`config.mk`:
```
export PLATFORM = sky130hd
export DESIGN_NAME = mem_access
export DESIGN_NICKNAME = d
export VERILOG_FILES = /design/src/rtl/mem_access.sv
export SDC_FILE = /design/constraint.sdc
export NUM_CORES = 1
export LEC_CHECK = 0
export ABC_AREA = 1
export CORE_AREA = 2 2 241 243
export CTS_CLUSTER_DIAMETER = 200
export CTS_CLUSTER_SIZE = 28
export DETAILED_ROUTE_END_ITERATION = 8
export DIE_AREA = 0 0 243 245
export GPL_TIMING_DRIVEN = 0
export PLACE_DENSITY = 0.59
export SYNTH_ARGS = -nofsm -noshare
export SYNTH_HDL_FRONTEND = slang
export SYNTH_SLANG_ARGS = --single-unit
```
`constraint.sdc`:
```
create_clock -name clk -period 29.7 [get_ports clk]
set_clock_uncertainty 0.05 [all_clocks]
set_input_delay 2.97 -clock clk [delete_from_list [all_inputs] [get_ports clk]]
set_output_delay 2.97 -clock clk [all_outputs]
set_load 0.01 [all_outputs]
```
`src/rtl/mem_access.sv`:
```
// Memory stage: turns execute results into data-bus requests and shapes load write-back data; optional trap macro MEM_MISALIGN_TRAP_EN.
// Latency 1 cycle for non-memory ops, 1 + bus cycles for loads/stores; in_ready drops for the whole bus transfer.
module mem_access #(
  parameter int XLEN = 64
) (
  input  logic            clk,
  input  logic            reset,
  input  logic            in_valid,
  output logic            in_ready,
  input  logic            in_load,
  input  logic            in_store,
  input  logic [1:0]      in_size,
  input  logic            in_unsigned,
  input  logic [XLEN-1:0] in_addr,
  input  logic [XLEN-1:0] in_wdata,
  input  logic [4:0]      in_rd,
  input  logic            in_rd_we,
  input  logic [XLEN-1:0] in_pc,
  output logic            dreq_valid,
  output logic [XLEN-1:0] dreq_addr,
  output logic [1:0]      dreq_size,
  output logic [7:0]      dreq_strobe,
  output logic [XLEN-1:0] dreq_data,
  input  logic            dresp_data_ok,
  input  logic [XLEN-1:0] dresp_data,
  output logic            out_valid,
  output logic [4:0]      out_rd,
  output logic            out_we,
  output logic [XLEN-1:0] out_data,
  output logic [XLEN-1:0] out_pc,
  output logic            out_trap,
  output logic            fwd_we,
  output logic [4:0]      fwd_rd,
  output logic [XLEN-1:0] fwd_data
);

  typedef enum logic {IDLE, BUSY} state_t;

  state_t          r_state, w_next;
  logic            w_accept_mem, w_accept_alu, w_done, w_trap;
  logic [2:0]      w_lowmask;
  logic            w_misalign;
  logic [XLEN-1:0] w_addr_use;
  logic [XLEN-1:0] w_shifted, w_ld;
  logic [7:0]      w_bmask;

  logic [XLEN-1:0] r_addr, r_wdata, r_pc;
  logic [1:0]      r_size;
  logic            r_unsigned, r_load, r_rd_we;
  logic [4:0]      r_rd;
  logic            r_out_valid, r_out_we, r_out_trap;
  logic [4:0]      r_out_rd;
  logic [XLEN-1:0] r_out_data, r_out_pc;

  always_comb begin
    w_lowmask = 3'b000;
    case (in_size)
      2'd1:    w_lowmask = 3'b001;
      2'd2:    w_lowmask = 3'b011;
      2'd3:    w_lowmask = 3'b111;
      default: w_lowmask = 3'b000;
    endcase
  end

  assign w_misalign = |(in_addr[2:0] & w_lowmask);

`ifdef MEM_MISALIGN_TRAP_EN
  assign w_addr_use = in_addr;
`else
  // Without the trap, misaligned bits are silently dropped so the access stays naturally aligned.
  assign w_addr_use = {in_addr[XLEN-1:3], in_addr[2:0] & ~w_lowmask};
`endif

  always_ff @(posedge clk or posedge reset) begin
    if (reset) r_state <= IDLE;
    else       r_state <= w_next;
  end

  always_comb begin
    w_next       = r_state;
    in_ready     = 1'b0;
    dreq_valid   = 1'b0;
    w_accept_mem = 1'b0;
    w_accept_alu = 1'b0;
    w_done       = 1'b0;
    w_trap       = 1'b0;
    case (r_state)
      IDLE: begin
        in_ready = 1'b1;
        if (in_valid) begin
          if (!(in_load || in_store)) begin
            w_accept_alu = 1'b1;
`ifdef MEM_MISALIGN_TRAP_EN
          end else if (w_misalign) begin
            w_trap = 1'b1;
`endif
          end else begin
            w_accept_mem = 1'b1;
            w_next       = BUSY;
          end
        end
      end
      BUSY: begin
        dreq_valid = 1'b1;
        if (dresp_data_ok) begin
          w_done = 1'b1;
          w_next = IDLE;
        end
      end
      default: w_next = IDLE;
    endcase
  end

  always_comb begin
    w_bmask = 8'h01;
    case (r_size)
      2'd1:    w_bmask = 8'h03;
      2'd2:    w_bmask = 8'h0F;
      2'd3:    w_bmask = 8'hFF;
      default: w_bmask = 8'h01;
    endcase
  end

  assign dreq_addr   = {r_addr[XLEN-1:3], 3'b000};
  assign dreq_size   = r_size;
  assign dreq_data   = r_wdata << {r_addr[2:0], 3'b000};
  assign dreq_strobe = (r_state == BUSY && !r_load) ? 8'(w_bmask << r_addr[2:0]) : 8'h00;
  assign w_shifted   = dresp_data >> {r_addr[2:0], 3'b000};

  always_comb begin
    w_ld = w_shifted;
    case (r_size)
      2'd0: w_ld = {{(XLEN-8){~r_unsigned & w_shifted[7]}}, w_shifted[7:0]};
      2'd1: w_ld = {{(XLEN-16){~r_unsigned & w_shifted[15]}}, w_shifted[15:0]};
      2'd2: w_ld = {{(XLEN-32){~r_unsigned & w_shifted[31]}}, w_shifted[31:0]};
      default: w_ld = w_shifted;
    endcase
  end

  always_ff @(posedge clk or posedge reset) begin
    if (reset) begin
      r_addr      <= '0;
      r_wdata     <= '0;
      r_pc        <= '0;
      r_size      <= '0;
      r_unsigned  <= 1'b0;
      r_load      <= 1'b0;
      r_rd_we     <= 1'b0;
      r_rd        <= '0;
      r_out_valid <= 1'b0;
      r_out_we    <= 1'b0;
      r_out_trap  <= 1'b0;
      r_out_rd    <= '0;
      r_out_data  <= '0;
      r_out_pc    <= '0;
    end else begin
      r_out_valid <= 1'b0;
      r_out_we    <= 1'b0;
      r_out_trap  <= 1'b0;
      if (w_accept_mem) begin
        r_addr     <= w_addr_use;
        r_wdata    <= in_wdata;
        r_pc       <= in_pc;
        r_size     <= in_size;
        r_unsigned <= in_unsigned;
        r_load     <= in_load;
        r_rd_we    <= in_rd_we;
        r_rd       <= in_rd;
      end
      if (w_accept_alu || w_trap) begin
        r_out_valid <= 1'b1;
        r_out_we    <= w_accept_alu & in_rd_we & (|in_rd);
        r_out_trap  <= w_trap;
        r_out_rd    <= in_rd;
        r_out_data  <= in_addr;
        r_out_pc    <= in_pc;
      end
      if (w_done) begin
        r_out_valid <= 1'b1;
        r_out_we    <= r_load & r_rd_we & (|r_rd);
        r_out_rd    <= r_rd;
        r_out_data  <= r_load ? w_ld : r_addr;
        r_out_pc    <= r_pc;
      end
    end
  end

  assign out_valid = r_out_valid;
  assign out_we    = r_out_we;
  assign out_rd    = r_out_rd;
  assign out_data  = r_out_data;
  assign out_pc    = r_out_pc;
  assign out_trap  = r_out_trap;
  assign fwd_we    = r_out_we & r_out_valid;
  assign fwd_rd    = r_out_rd;
  assign fwd_data  = r_out_data;

endmodule

```
Yosys cells after proc, flatten, opt, wreduce, memory -nomap -nowiden

Index checks and enable logic that the tools add are counted.

Add/sub/neg operators: 0
Multipliers: 0
Divide/modulo/power cells: 0
Order comparisons: 0
Equality and inequality tests: 6
Shift operators: 3
Muxes and demuxes: 27
Bitwise gates (word level): 12
Reductions and logical operators: 7

Operator list:

| kind                                                                  | number |
|---|---|
| 64-bit two-way mux                                                    | 5 |
| 64-bit one-hot mux with 3 select lines                                | 1 |
| 64-bit by 6-bit left shift with 64-bit output                         | 1 |
| 64-bit by 6-bit >> shifter with 64-bit output                         | 1 |
| 8-bit one-hot mux with 3 select lines                                 | 1 |
| 1-bit two-way mux                                                     | 15 |
| 5-bit two-way mux                                                     | 2 |
| 5-bit OR reduction                                                    | 2 |
| 3-bit one-hot mux with 3 select lines                                 | 1 |
| 1-bit bitwise AND                                                     | 8 |
| 2-bit equality test, second input constant                            | 4 |
| 8-bit two-way mux                                                     | 1 |
| 8-bit by 3-bit left shift with 8-bit output                           | 1 |
| 2-bit by 1-bit equality test with 1-bit output, second input constant | 2 |
| 3-bit bitwise AND                                                     | 1 |
| 3-bit inverter                                                        | 1 |
| 2-bit zero test                                                       | 1 |
| 1-bit inverter                                                        | 2 |
| 1-bit one-hot mux with 2 select lines                                 | 1 |
| 2-bit nonzero test                                                    | 1 |
| 1-bit logical AND                                                     | 1 |
| 1-bit zero test                                                       | 1 |
| 1-bit logical OR                                                      | 1 |

Register bits: 338
Latch bits: 0
Memory bits (writable): 0
Memory bits (read-only): 0
Output and inout bits: 346
Logic and storage cells: 69
Memories: 0

Logic depth before layout (Yosys ltp)

Word-level depth: 8
Depth in mapped cells: 12

Worst setup path before layout

No wires, ideal clock.

Path kind: flip-flop to output port
Start point: register r_addr[0]
End point: output port dreq_data[56]
Arrival time: 1.592 ns
Required time: 26.680 ns
Setup slack: 25.088 ns
Cell stages (with the launch flop): 10
Cells stage by stage: dfrtp_1 -> buf_4 -> buf_6 -> buf_6 -> buf_4 -> nand2_1 -> o21ai_0 -> nand2_1 -> o21ai_0 -> o21ai_0

Cells in the longest elaborated chain, start to end: 1

RTL lines:

| item                                          | RTL line | RTL |
|---|---|---|
| start, declared                               | 47       | `logic [XLEN-1:0] r_addr, r_wdata, r_pc;` |
| start signal, assigned                        | 161      | `r_addr <= w_addr_use;` |
| 64-bit by 6-bit left shift with 64-bit output | 126      | `assign dreq_data = r_wdata << {r_addr[2:0], 3'b000};` |
| end, declared                                 | 23       | `output logic [XLEN-1:0] dreq_data,` |

Every way passes these cells.

Worst setup path in the final report

Start point: register r_addr[1]
End point: output port dreq_data[42]

The elaborated chain is that of the path after synthesis.

==> flow_summary.ini <==
[finish]
fin_nets = 3529
drive_above_1_share_pct = 6.967
area_growth_pct = 40.34
post-route-util_pct = 46.56
final_area_um2 = 26560

[global_route]
antenna_found_initial = 26
grt_use_total_pct = 32.42
grt_pass1_wl_mm = 142.0
grt_max_degree = 123
overflow = 0
grt_pass1_vias = 20500

[place]
hpwl_mm = 79.86
placed_area_um2 = 26080
gp_congestion = 0.9950
port_buffers = 612

[pwr]
intPower_uw = 1146
power_leakage_uw = 0.01212
p_total_uw = 1952
power.density_nw_per_um2 = 73.49
peakVddDrop_v = 0.00004370
swShare_pct = 41.30
pwr-share-clk_pct = 13.6
p_comb_share_pct = 51.7
p_switching_uw = 806.0
seqPwrFrac_pct = 34.7

[floorplanning]
dieArea_um2 = 59540
start_util_pct = 33.18
die_h_um = 245
rows = 88
io_pins = 617
fp.dieW_um = 243
core-area_um2 = 57030

[routing]
finalWirelength_mm = 99.87
wire_per_inst_um = 24.75
drcViolationCount = 0
first_pass_iters = 6
num_vias = 21055
viasPerCell = 5.218
drt_iter0_drc = 1842
ant_nets = 0

[sta]
slew_viol_final = 0
worst_pin_slew_ns = 1.138
hold_violations = 0
finalCritPeriodShare_pct = 22.69
clock.fmax_mhz = 148.4
fin_tns_setup_ns = 0
layout_min_cycle_time_ns = 6.738
setup_violations = 0
max-slew-margin-rel_pct = 24.16
grt_setup_unrepaired = no

[clock_network]
clock_latency_ns = 0.56
cts_tree = yes
cts_max_path_buffers = 3
cts_buffers = 16
clock-root-buffer = clkbuf_16
ctsHoldBuffers = 0
ctsResizeCount = 0
post_cts_buffers = 0
htree_levels = 1
clk_pin_slew_ns = 0.14
cts.sinks = 338

[job]
cap_violations = 0

[critical_path]
cp-start-kind = flip-flop
cp_slowest_cell = clkdlybuf4s50_1
arrival_ns = 3.72
cp_cell_sequence = inv_2, buf_2, buf_2, clkbuf_1, nand2_1, o21ai_0, clkdlybuf4s50_1
cp_slowest_stage_delay_ns = 0.63
cp.required_ns = 26.68
path_max_fanout = 10
crit_type = flip-flop to primary output
cpMostUsedCell = buf_2
worst_setup_path_end_kind = primary output

[synth]
yosysTopAreaCell = dfrtp_1
yosysSeqAreaShare_pct = 44.70
synth_top_area_share_pct = 44.70
ys.warnings.count = 0
synth_cells = 2623
ys_ff_latch = 338
synth.distinct_cells = 35
netlist_area_um2 = 18920
synthTopCellsByArea = dfrtp_1, nand2_1, o21ai_0
syn_avg_cell_area_um2 = 7.214

[hold_path]
min_path_type = flip-flop to flip-flop

[outcome]
status = complete, no violations
-- final timing paths --
check	start	to	slack, ns	depth (start not counted)
setup / recovery	r_addr[1]	dreq_data[42]	22.96	7
hold / removal	r_wdata[62]	r_wdata[62]	0.43	2
setup reg to reg	r_state	r_wdata[0]	26.52	4
hold reg to reg	r_wdata[62]	r_wdata[62]	0.43	2
max in group asynchronous	reset	out_pc[33]	25.58	3
min in group asynchronous	reset	fwd_data[57]	2.81	2
-- cell families (layout without fill, tap and decap cells) --
logic type	Yosys count	count (layout)	share of synthesized area, %
muxes	16	16	0.8464
buffers and inverters	481	1113	12.78
AOI/OAI and AO/OA	540	540	15.37
DFF	338	338	44.70
and+or+nand+nor	1247	1247	26.29
other	1	16	0.01982
-- through the flow --
stage / setup slack, ns / hold WS (ns) / instances
detailed placement: 23.59 / 0.4086 / 4005
floorplan: 17.31 / 0.3922 / 2626
CTS: 22.92 / 0.4324 / 4023
finish: 22.96 / 0.4314 / 4035
global route: 22.85 / 0.4463 / 4033
global placement: 12.71 / 0.4032 / 4003
-- cells in the mapped netlist --
cell type and count:
nand2_1 863, o22ai_1 70, o311ai_0 1, clkbuf_1 114
buf_2 44, a21oi_2 1, conb_1 1, o21ai_1 23
nor2_1 210, nor4_1 1, buf_6 4, a21boi_0 1
nor2_4 2, inv_2 6, o32ai_1 1, or2_2 3
dfrtp_1 338, nand3_2 2, nand4_1 33, nand2_2 2
a21o_1 2, buf_4 140, buf_1 15, nor3_1 1
a21oi_1 136, nand3_1 129, o21a_1 1, o21ai_0 249
mux2i_1 16, inv_1 156, a31oi_1 33, o211ai_1 22
clkinv_1 1, nor3_2 1, clkbuf_2 1
-- routing by layer --
layer	wire length, um	part of all wire, %	global-route usage, %	vias up
met1	40580	41	41.23	10316
met2	48690	49	55.87	943
li1	-	-	-	9628
met5	174	0.17	0	-
met4	2604	2.6	8.210	28
met3	7830	7.8	7.052	140
-- registers in the layout (all words and copies together), names as in the netlist --
| register | flops |
|---|---|
| r_rd | 5 |
| r_state | 1 |
| r_load | 1 |
| fwd_data | 64 |
| fwd_rd | 5 |
| r_pc | 64 |
| r_wdata | 64 |
| dreq_size | 2 |
| out_we | 1 |
| r_unsigned | 1 |
| out_pc | 64 |
| r_rd_we | 1 |
| r_addr | 64 |
| out_valid | 1 |
-- placed cells by master (no fill, tap or decap), drive strengths merged --
master / netlist / final
nand2: 865 / 865
clkdlybuf4s50: 0 / 612
dfrtp: 338 / 338
o21ai: 272 / 272
nor2: 212 / 212
buf: 203 / 205
inv: 162 / 162
a21oi: 137 / 137
nand3: 131 / 131
clkbuf: 115 / 131
o22ai: 70 / 70
a31oi: 33 / 33
nand4: 33 / 33
o211ai: 22 / 22
mux2i: 16 / 16
diode: 0 / 12
conb: 1 / 4
or2: 3 / 3
clkinv: 1 / 3
a21o: 2 / 2
nor3: 2 / 2
o21a: 1 / 1
o32ai: 1 / 1
a21boi: 1 / 1
nor4: 1 / 1
o311ai: 1 / 1
-- worst max-delay path: cells and delay by family (launching register included) --
family          cells  cell delay, ns
simple gates        1            0.21
buf+inv             5            1.96
flops               1            0.51
compound gates      1            0.46
-- final cells by class --
cell class	instances	area, um^2
Clock inverter	2	46.29
Timing Repair Buffer	614	6181
Tap cell	765	957.2
Fill cell	5920	30480
Buffer	318	1805
Antenna cell	12	30.03
Clock buffer	16	400.4
Sequential cell	338	8458
Inverter	163	619.3
Multi-Input combinational cell	1807	8058
-- power by group through the flow --
stage,combinational [uW],clock (uW),sequential (uW)
global route,1070,283,691
CTS,1000,270,677
detailed placement,1000,0,684
global placement,997,0,682
finish,1010,266,677
floorplan,447,0,677
No activity file was read; power rests on OpenSTA's default activity.
